<file path="src/rtl/input_event_pkg.sv">
// ============================================================================
// Module      : input_event_pkg
// Description : Shared types and helpers for the input event arbiter:
//               arbiter state encoding, event-channel index width and the
//               round-robin selection function.
// Revision    : 1.0 - initial release
// ============================================================================
`default_nettype none

package input_event_pkg;

    // Largest supported channel count; the round-robin helper works on a
    // request vector padded to this width.
    localparam int c_MAX_CH = 16;

    typedef enum logic [0:0] {
        IDLE    = 1'b0,
        PRESENT = 1'b1
    } arb_state_t;

    // Channel index width, never narrower than one bit.
    function automatic int ch_width(input int n);
        return (n <= 1) ? 1 : $clog2(n);
    endfunction

    // First set request strictly after ptr, wrapping over n entries.
    // Returns 0 when nothing is requested; callers qualify with |req.
    function automatic logic [3:0] rr_next(
        input logic [c_MAX_CH-1:0] req,
        input logic [3:0]          ptr,
        input int                  n
    );
        logic [3:0] pick;
        logic       found;
        int         idx;
        pick  = '0;
        found = 1'b0;
        for (int k = 1; k <= c_MAX_CH; k++) begin
            idx = (int'(ptr) + k) % n;
            if (!found && (k <= n) && req[4'(idx)]) begin
                pick  = 4'(idx);
                found = 1'b1;
            end
        end
        return pick;
    endfunction

endpackage

`default_nettype wire

</file>
<file path="src/rtl/input_conditioner.sv">
// ============================================================================
// Module      : input_conditioner
// Description : One input channel: synchroniser chain, debounce counter and
//               edge pulses on the debounced level.
// Ports       : clk, rst_n      - clock, async active-low reset
//               raw             - asynchronous raw input
//               level           - debounced level
//               pos / neg       - one-cycle pulse (combinational) asserted
//                                 on the edge where level rises / falls
// Revision    : 1.0 - initial release
// ============================================================================
`default_nettype none

module input_conditioner #(
    parameter int   SYNC_STAGES = 2,
    parameter int   DEB_LEN     = 5,
    parameter logic INIT_VAL    = 1'b0
) (
    input  logic clk,
    input  logic rst_n,
    input  logic raw,
    output logic level,
    output logic pos,
    output logic neg
);

    localparam int                 c_CNT_W    = (DEB_LEN > 1) ? $clog2(DEB_LEN) : 1;
    localparam logic [c_CNT_W-1:0] c_CNT_LAST = c_CNT_W'(DEB_LEN - 1);

    logic [SYNC_STAGES-1:0] r_sync;
    logic [c_CNT_W-1:0]     r_cnt;
    logic                   r_level;
    logic                   w_sync_out;
    logic                   w_differ;
    logic                   w_flip;

    always_ff @(posedge clk or negedge rst_n) begin
        if (!rst_n) begin
            r_sync <= {SYNC_STAGES{INIT_VAL}};
        end else begin
            r_sync <= {r_sync[SYNC_STAGES-2:0], raw};
        end
    end

    assign w_sync_out = r_sync[SYNC_STAGES-1];
    assign w_differ   = (w_sync_out != r_level);
    // The count holds DEB_LEN-1 differing samples already; this one completes
    // the run, so the level flips now instead of the count reaching DEB_LEN.
    assign w_flip     = w_differ && (r_cnt == c_CNT_LAST);

    always_ff @(posedge clk or negedge rst_n) begin
        if (!rst_n) begin
            r_cnt   <= '0;
            r_level <= INIT_VAL;
        end else if (w_flip) begin
            r_cnt   <= '0;
            r_level <= w_sync_out;
        end else if (w_differ) begin
            r_cnt   <= r_cnt + 1'b1;
        end else begin
            r_cnt   <= '0;
        end
    end

    assign level = r_level;
    assign pos   = w_flip &&  w_sync_out;
    assign neg   = w_flip && !w_sync_out;

endmodule

`default_nettype wire

</file>
<file path="src/rtl/input_event_arbiter.sv">
// ============================================================================
// Module      : input_event_arbiter
// Description : Conditions CH_NUM asynchronous inputs and merges their
//               debounced edges into one valid/ready event stream with a
//               single pending slot per channel and round-robin arbitration.
// Ports       : clk, rst_n      - clock, async active-low reset
//               input_signal    - raw asynchronous inputs
//               level_out       - debounced levels
//               evt_valid/ready - event handshake
//               evt_ch/evt_pol  - channel index / 1 = rising edge
//               overflow        - sticky per-channel lost-event flags
//               ovf_clr         - clears overflow (a same-cycle set wins)
// Revision    : 1.0 - initial release
// ============================================================================
`default_nettype none

module input_event_arbiter
    import input_event_pkg::*;
#(
    parameter int   CH_NUM      = 4,
    parameter int   SYNC_STAGES = 2,
    parameter int   DEB_LEN     = 5,
    parameter logic INIT_VAL    = 1'b0,
    parameter bit   POS_ENABLE  = 1'b1,
    parameter bit   NEG_ENABLE  = 1'b1,
    localparam int  CH_W        = ch_width(CH_NUM)
) (
    input  logic              clk,
    input  logic              rst_n,
    input  logic [CH_NUM-1:0] input_signal,
    output logic [CH_NUM-1:0] level_out,
    output logic              evt_valid,
    input  logic              evt_ready,
    output logic [CH_W-1:0]   evt_ch,
    output logic              evt_pol,
    output logic [CH_NUM-1:0] overflow,
    input  logic              ovf_clr
);

    logic [CH_NUM-1:0]   w_pos;
    logic [CH_NUM-1:0]   w_neg;
    logic [CH_NUM-1:0]   w_evt;
    logic [CH_NUM-1:0]   w_grant;
    logic [CH_NUM-1:0]   w_ovf_set;
    logic [CH_NUM-1:0]   r_pend;
    logic [CH_NUM-1:0]   r_pol;
    logic [CH_NUM-1:0]   r_ovf;
    logic [c_MAX_CH-1:0] w_req;
    logic [CH_W-1:0]     w_sel;
    logic [CH_W-1:0]     r_ptr;
    logic [CH_W-1:0]     r_evt_ch;
    logic                r_evt_pol;
    logic                w_take;
    arb_state_t          r_state;
    arb_state_t          w_state_nxt;

    // ------------------------------------------------------------------
    // Per-channel conditioning
    // ------------------------------------------------------------------
    generate
        for (genvar g = 0; g < CH_NUM; g++) begin : g_ch
            input_conditioner #(
                .SYNC_STAGES (SYNC_STAGES),
                .DEB_LEN     (DEB_LEN),
                .INIT_VAL    (INIT_VAL)
            ) u_cond (
                .clk   (clk),
                .rst_n (rst_n),
                .raw   (input_signal[g]),
                .level (level_out[g]),
                .pos   (w_pos[g]),
                .neg   (w_neg[g])
            );

            assign w_evt[g] = (POS_ENABLE && w_pos[g]) || (NEG_ENABLE && w_neg[g]);
        end
    endgenerate

    // ------------------------------------------------------------------
    // Arbiter next-state. Selection looks only at registered pend bits,
    // so edges arriving on this clock wait for the next one.
    // ------------------------------------------------------------------
    always_comb begin
        w_req              = '0;
        w_req[CH_NUM-1:0]  = r_pend;
        w_sel              = CH_W'(rr_next(w_req, 4'(r_ptr), CH_NUM));
        w_state_nxt        = r_state;
        w_take             = 1'b0;
        case (r_state)
            IDLE: begin
                if (|r_pend) begin
                    w_take      = 1'b1;
                    w_state_nxt = PRESENT;
                end
            end
            PRESENT: begin
                if (evt_ready) begin
                    if (|r_pend) begin
                        w_take = 1'b1;
                    end else begin
                        w_state_nxt = IDLE;
                    end
                end
            end
            default: w_state_nxt = IDLE;
        endcase
    end

    always_comb begin
        w_grant = '0;
        if (w_take) begin
            w_grant[w_sel] = 1'b1;
        end
        // A slot being captured on the same edge as a new event hands its old
        // event to the arbiter, so nothing is lost and no overflow is flagged.
        w_ovf_set = w_evt & r_pend & ~w_grant;
    end

    always_ff @(posedge clk or negedge rst_n) begin
        if (!rst_n) begin
            r_state   <= IDLE;
            r_ptr     <= CH_W'(CH_NUM - 1);
            r_evt_ch  <= '0;
            r_evt_pol <= 1'b0;
        end else begin
            r_state <= w_state_nxt;
            if (w_take) begin
                r_ptr     <= w_sel;
                r_evt_ch  <= w_sel;
                r_evt_pol <= r_pol[w_sel];
            end
        end
    end

    // ------------------------------------------------------------------
    // Pending slots and sticky overflow
    // ------------------------------------------------------------------
    always_ff @(posedge clk or negedge rst_n) begin
        if (!rst_n) begin
            r_pend <= '0;
            r_pol  <= '0;
            r_ovf  <= '0;
        end else begin
            r_pend <= w_evt | (r_pend & ~w_grant);
            r_pol  <= (w_evt & w_pos) | (r_pol & ~w_evt);
            r_ovf  <= w_ovf_set | (r_ovf & ~{CH_NUM{ovf_clr}});
        end
    end

    assign evt_valid = (r_state == PRESENT);
    assign evt_ch    = r_evt_ch;
    assign evt_pol   = r_evt_pol;
    assign overflow  = r_ovf;

endmodule

`default_nettype wire

</file>
<file path="config.mk">
export PLATFORM = sky130hd
export DESIGN_NAME = input_event_arbiter
export DESIGN_NICKNAME = d
export VERILOG_FILES = /design/src/rtl/input_event_pkg.sv /design/src/rtl/input_conditioner.sv /design/src/rtl/input_event_arbiter.sv
export SDC_FILE = /design/constraint.sdc
export NUM_CORES = 1
export LEC_CHECK = 0
export CELL_PAD_IN_SITES_DETAIL_PLACEMENT = 2
export CELL_PAD_IN_SITES_GLOBAL_PLACEMENT = 2
export CORE_ASPECT_RATIO = 2
export CORE_UTILIZATION = 25
export CTS_CLUSTER_SIZE = 12
export DETAILED_ROUTE_END_ITERATION = 6
export PLACE_DENSITY = 0.65
export SLEW_MARGIN = 20
export SYNTH_ARGS = -nofsm -noshare
export SYNTH_HDL_FRONTEND = slang
export SYNTH_SLANG_ARGS = --single-unit
</file>
<file path="constraint.sdc">
create_clock -name clk -period 1.8 [get_ports clk]
set_clock_uncertainty 0.05 [all_clocks]
set_input_delay 0.27 -clock clk [delete_from_list [all_inputs] [get_ports clk]]
set_output_delay 0.27 -clock clk [all_outputs]
set_load 0.01 [all_outputs]
</file>
# After elaboration in Yosys (flattened, before gate mapping)
# Index checks and enable logic that the tools add are counted.
[op_classes]
n_addsub = 8
order_cmp = 6
n_eq_ne = 8
muxes = 37
bitwise = 17
reduce_logical = 32
[ops]
columns = ["operator", "n"]
rows = [
  ["bitwise AND 4 bit", 6],
  ["< comparator 3 x 6 -> 1 bit (second input constant)", 4],
  ["2-to-1 mux 3 bit", 8],
  ["logical AND 1 bit", 16],
  ["2-to-1 mux 1 bit", 16],
  ["adder 3 x 1 -> 3 bit (second input constant)", 4],
  ["binary-select mux 1 bit (select 3 bit)", 4],
  ["equality test 3 bit (second input constant)", 4],
  ["inverter 4 bit", 3],
  ["bitwise OR 4 bit", 3],
  ["2-to-1 mux 2 bit", 4],
  ["OR reduction 2 bit", 4],
  ["zero test 1 bit", 7],
  ["adder 2 x 1 -> 2 bit (second input constant)", 2],
  ["adder 2 bit (second input constant)", 2],
  ["bitwise AND 1 bit (first input constant)", 4],
  ["logical OR 1 bit", 4],
  ["2-to-1 mux 4 bit", 1],
  ["inequality test 1 bit", 4],
  ["case mux 1 bit (2 select lines)", 2],
  ["OR reduction 4 bit", 1],
  ["< comparator 2 x 3 -> 1 bit (second input constant)", 1],
  ["binary-select mux 1 bit (select 2 bit)", 1],
  ["demux 1 bit (select 2 bit)", 1],
  ["2 further kinds", 2],
]
[totals]
regBits = 42
input_bits = 8
out_inout_bits = 12
wordCells = 127

# Depth between registers and ports, before layout
[logic_depth]
depth_word = 24
depth_mapped = 6

# Modules after synthesis
# Synthesis repeated with hierarchy kept, for this count alone.
[unflattened]
hier_cells = 161
area_unflattened_um2 = 1864.3
[modules_own_cells]
columns = ["mod", "instances", "cells_per_inst", "area_per_inst_um2", "seq_area_each_um2"]
rows = [
  ["input_conditioner", 4, 20, 257.7, 150.1],
  ["input_event_arbiter", 1, 81, 833.3, 452.9],
]

# Worst setup path after synthesis
# No wires, ideal clock.
[synth_path]
path_kind = "reg-to-reg"
start = "register r_ptr[0]"
end = "register r_evt_pol, in the netlist evt_pol"
arrival_ps = 1627
required_ps = 1630
slack_ps = 3
stages_incl_launch_ff = 7
path_cell_list = "dfstp_2 > and2b_1 > o21ai_1 > and3_1 > buf_6 > mux2_4 > o211a_1"
[synth_via]
elab_chain_len = 18
word_cells_on_any_way = 39
[synth_rtl]
columns = ["item", "line", "source"]
rows = [
  ["start, declared", "input_event_arbiter.sv:50", "logic [CH_W-1:0] r_ptr;"],
  ["start signal, assigned", "input_event_arbiter.sv:122", "r_ptr <= CH_W'(CH_NUM - 1);"],
  ["start signal, assigned", "input_event_arbiter.sv:128", "r_ptr <= w_sel;"],
  ["adder 2 x 1 -> 2 bit", "input_event_pkg.sv:39", "idx = (int'(ptr) + k) % n;"],
  ["OR reduction 2 bit (no line)", "-", ""],
  ["bitwise AND 1 bit (no line)", "-", ""],
  ["binary-select mux 1 bit (select 3 bit)", "input_event_pkg.sv:40", "if (!found && (k <= n) && req[4'(idx)]) begin"],
  ["2-to-1 mux 1 bit (not written as such) (2 in a row)", "input_event_pkg.sv:40", ""],
  ["2-to-1 mux 1 bit", "input_event_pkg.sv:40", ""],
  ["zero test 1 bit", "input_event_pkg.sv:40", ""],
  ["logical AND 1 bit", "input_event_pkg.sv:40", ""],
  ["2-to-1 mux 1 bit", "input_event_pkg.sv:40", ""],
  ["zero test 1 bit", "input_event_pkg.sv:40", ""],
  ["logical AND 1 bit", "input_event_pkg.sv:40", ""],
  ["2-to-1 mux 1 bit", "input_event_pkg.sv:40", ""],
  ["zero test 1 bit", "input_event_pkg.sv:40", ""],
  ["logical AND 1 bit", "input_event_pkg.sv:40", ""],
  ["2-to-1 mux 2 bit *", "input_event_pkg.sv:40", ""],
  ["binary-select mux 1 bit (select 2 bit) *", "input_event_arbiter.sv:130", "r_evt_pol <= r_pol[w_sel];"],
  ["2-to-1 mux 1 bit (not written as such) *", "input_event_arbiter.sv:130", ""],
  ["end signal, assigned", "input_event_arbiter.sv:130", ""],
  ["end, declared", "input_event_arbiter.sv:52", "logic r_evt_pol;"],
]
# Every way passes the cells marked *; elsewhere a longest branch is shown, timed or not. The select of a mux whose other input is x is not followed.
# A chain may end at the register's enable or synchronous reset.

# Worst setup path after layout
[layout_path]
start = "register r_pend[1]"
end = "register r_evt_pol, in the netlist evt_pol"
[layout_via]
elab_chain_len = 15
word_cells_on_any_way = 31
[layout_rtl]
columns = ["item", "line", "source"]
rows = [
  ["start, declared", "input_event_arbiter.sv:45", "logic [CH_NUM-1:0] r_pend;"],
  ["start signal, assigned", "input_event_arbiter.sv:144", "r_pend <= w_evt | (r_pend & ~w_grant);"],
  ["binary-select mux 1 bit (select 3 bit)", "input_event_pkg.sv:40", ""],
  ["2-to-1 mux 1 bit (not written as such) (2 in a row)", "input_event_pkg.sv:40", ""],
  ["2-to-1 mux 1 bit", "input_event_pkg.sv:40", ""],
  ["zero test 1 bit", "input_event_pkg.sv:40", ""],
  ["logical AND 1 bit", "input_event_pkg.sv:40", ""],
  ["2-to-1 mux 1 bit", "input_event_pkg.sv:40", ""],
  ["zero test 1 bit", "input_event_pkg.sv:40", ""],
  ["logical AND 1 bit", "input_event_pkg.sv:40", ""],
  ["2-to-1 mux 1 bit", "input_event_pkg.sv:40", ""],
  ["zero test 1 bit", "input_event_pkg.sv:40", ""],
  ["logical AND 1 bit", "input_event_pkg.sv:40", ""],
  ["2-to-1 mux 2 bit", "input_event_pkg.sv:40", ""],
  ["binary-select mux 1 bit (select 2 bit)", "input_event_arbiter.sv:130", ""],
  ["2-to-1 mux 1 bit (not written as such)", "input_event_arbiter.sv:130", ""],
]
# Several ways; a longest one is shown, not always the timed one. The select of a mux whose other input is x is not followed.

==> impl_metrics.py <==
metrics = {
    "outcome": {
        "status": "finished clean",
    },
    "logic_synthesis": {
        "synth_area_leaders": "dfrtp_1 (55%), ha_1 (6.1%), and3_1 (3.4%)",
        "synthMuxAreaShare_pct": 4.25,
        "synthAdderAreaFrac_pct": 6.07,
        "avgSynthCellArea_um2": 11.4,
        "ys_ff_latch": 38,
        "synth_common_cells": "dfrtp_1 (36), inv_1 (14), nand2_1 (11), and3_1 (9)",
        "syn_inst": 145,
        "synth-simple-area-share_pct": 15.3,
        "netlist_area_mm2": 0.00165,
        "synth_edf_count": 0,
        "synth_top_area_share_pct": 54.7,
        "synth.distinct_cells": 32,
        "synth_compound_area_share_pct": 8.73,
        "async_reset_ff_share_pct": 100,
        "synth_fp_nets": 161,
        "synth_xor_area_share_pct": 2.13,
        "yosysWarnings": 0,
        "yosysTopAreaCell": "dfrtp_1",
        "synth_top_family_by_area": "simple AND/OR/NAND/NOR gates",
        "ys_seq_area_share_pct": 57.9,
        "synth.most_common_cell": "dfrtp_1",
        "synth_ff_type": "dfrtp_1",
    },
    "finish": {
        "syn_to_final_growth_pct": 29.7,
        "antennaDiodeCount": 0,
        "nNetsFinal": 191,
        "final_layout_size_suffix_gt1_share_pct": 16.5,
        "fill_cells": 687,
    },
    "clock_network": {
        "cts_tree": "built",
        "clock_sinks": 38,
        "clk_latency_ps": 280,
        "cts_setup_buffers": 0,
        "clk_pin_slew_worst_paths_ps": 50,
        "clockBufferDepth": 2,
        "cts_made_buffers": 5,
        "htreeDepth": 2,
        "cts-root-buf": "clkbuf_16",
    },
    "timing": {
        "slew_headroom_pct": 65.1,
        "fmax_mhz": 558,
        "slew_violations": 0,
        "hold_viol_final": 0,
        "setup_violations": 0,
        "layout_setup_ws_ps": 9.28,
        "fin_crit_ps": 1790,
        "period_share_pct": 99.5,
        "rsz0062_at_grt": "yes",
        "setup_tns_ps": 0,
        "worst_pin_slew_ps": 519,
    },
    "power": {
        "p_leak_nw": 0.999,
        "p_per_area_mw_per_mm2": 1590,
        "vdd_drop_max_v": 0.000574,
    },
    "setup_path": {
        "path_buf_inv": 0,
        "cp-start-kind": "flop",
        "arrival_ps": 1910,
        "slowest_stage": "dfrtp_1",
        "worst-path-max-fanout": 6,
        "critical_path_class": "flop to flop",
        "cp-end-kind": "flop",
        "cp_data_required_time_ps": 1920,
        "path_cells": "o21ai_1 -> o221ai_2 -> or3_4 -> a211o_1 -> o211a_1",
        "crit_family": "compound AO/OA/AOI/OAI gates",
        "cp_slowest_stage_delay_ps": 450,
    },
    "job": {
        "drv_cap": 0,
    },
    "drt": {
        "wire_per_inst_um": 14.4,
        "route.vias.total": 1169,
        "dr.pass1.iters": 4,
        "post-route-drc-count": 0,
        "ant_nets": 0,
        "initialDrtViolationCount": 36,
        "wirelength_mm": 3.78,
        "viasPerCell": 4.46,
    },
    "die": {
        "die-width_um": 59.4,
        "rows": 41,
        "dieHeight_um": 117,
        "start_util_pct": 26.1,
        "die_area_mm2": 0.00694,
        "core_area_mm2": 0.00631,
        "ios": 20,
    },
    "global_route": {
        "grt_pass1_vias": 1369,
        "use_met3_pct": 3.74,
        "grt-ovfl-total": 0,
        "use_met2_pct": 24.7,
        "antenna_found_initial": 0,
        "gr-usage-met1_pct": 11.3,
        "grt_start_max_net_pins": 21,
        "grt_first_pass_wirelength_mm": 6.46,
        "top_usage_layer": "met2",
        "track_usage_pct": 12.9,
    },
    "min_path": {
        "hold_class": "flop to flop",
    },
    "place": {
        "place_congestion": 0.756,
        "dp_hpwl_mm": 2.94,
        "portBuffers": 19,
        "pre_cts_ws_ps": -54.3,
    },
}
[worst reg2reg max path, cell delays in order, from the launching register on]
cell and delay, ps:
dfrtp_1 450, o21ai_1 240, o221ai_2 160, or3_4 380, a211o_1 280, o211a_1 120
[layout by cell type, fill, tap and decap left out, types with 4 or more instances in the layout]
| master | count |
|---|---|
| clkdlybuf4s50_1 | 18 |
| nor2b_1 | 5 |
| dfrtp_1 | 36 |
| inv_1 | 14 |
| clkbuf_16 | 5 |
| ha_1 | 8 |
| nor2_1 | 6 |
| o21ai_0 | 5 |
| nand3_1 | 5 |
| buf_4 | 8 |
| mux2_2 | 4 |
| and3_1 | 8 |
| xor2_1 | 4 |
| nand2_1 | 11 |
| o22ai_1 | 4 |
[logic make-up (layout without fill, tap and decap cells)]
family                     Yosys count  after routing
AOI/OAI and AO/OA                   23             23
xor gates and xnor gates             4              4
adders and majority gates            8              8
buffers and inverters               19             50
DFF                                 38             38
muxes                                6              6
and+or+nand+nor                     47             47
[sequential cells by signal, summed over array words and instances, names as in the netlist]
| register | cells |
|---|---|
| g_ch.u_cond.level | 4 |
| evt_valid | 1 |
| overflow | 4 |
| r_ptr | 2 |
| g_ch.u_cond.r_sync | 8 |
| r_pend | 4 |
| evt_ch | 2 |
| evt_pol | 1 |
| g_ch.u_cond.r_cnt | 12 |
[per-stage QoR]
stage	hold WS, ps	instances	power [mW]	area [µm²]	util (%)
2_1_floorplan	-75.6	145	2.03	1650	-
3_3_place_gp	198	253	2.41	1960	31.1
3_5_place_dp	202	253	2.50	1960	31.1
4_1_cts	300	262	3.45	2130	33.8
5_1_grt	316	262	3.64	2140	33.9
6_report	296	262	3.39	2140	33.9
[final cells by class]
class	count	area [µm²]	area share [%]
flip-flops and latches	38	953	44.6
multi-input cells	88	621	29.0
repair buffers	28	255	11.9
clock buffers	7	143	6.67
well taps	86	108	5.04
inverters	14	52.6	2.46
clock inverters	1	5.00	0.234
[final timing paths]
| kind | start | end | slack, ps | cells past startpoint |
|---|---|---|---|---|
| min in group asynchronous | rst_n | g_ch[2].u_cond.r_cnt[2] | 420 | 2 |
| max in group asynchronous | rst_n | r_ptr[0] | 690 | 3 |
| worst max-delay path | r_pend[1] | evt_pol | 9 | 5 |
| worst max register to register | r_pend[1] | evt_pol | 9 | 5 |
| worst min register to register | g_ch[3].u_cond.r_sync[0] | g_ch[3].u_cond.r_sync[1] | 300 | 0 |
| worst min-delay path | g_ch[3].u_cond.r_sync[0] | g_ch[3].u_cond.r_sync[1] | 300 | 0 |
[layer usage]
layer / share of wire, % / up-vias
li1: - / 540
met1: 33 / 595
met2: 60 / 25
met3: 3.9 / 9
met4: 3.2 / 0
met5: 0 / -
[what timing repair did]
action / CTS / global route
cloned: 0 / 0
pin swaps: 1 / 0
gates resized for setup: 4 / 3
endpoints found under the setup margin: 3 / 6
hold buffers: 1 / 0
endpoints found under the hold margin: 17 / 0
[where the power goes]
part	internal [mW]	leakage, nW	switching (mW)
sequential	1.10	0.479	0.209
combinational	0.640	0.446	0.572
clock	0.548	0.0739	0.320
(Power assumes the default switching activity.)
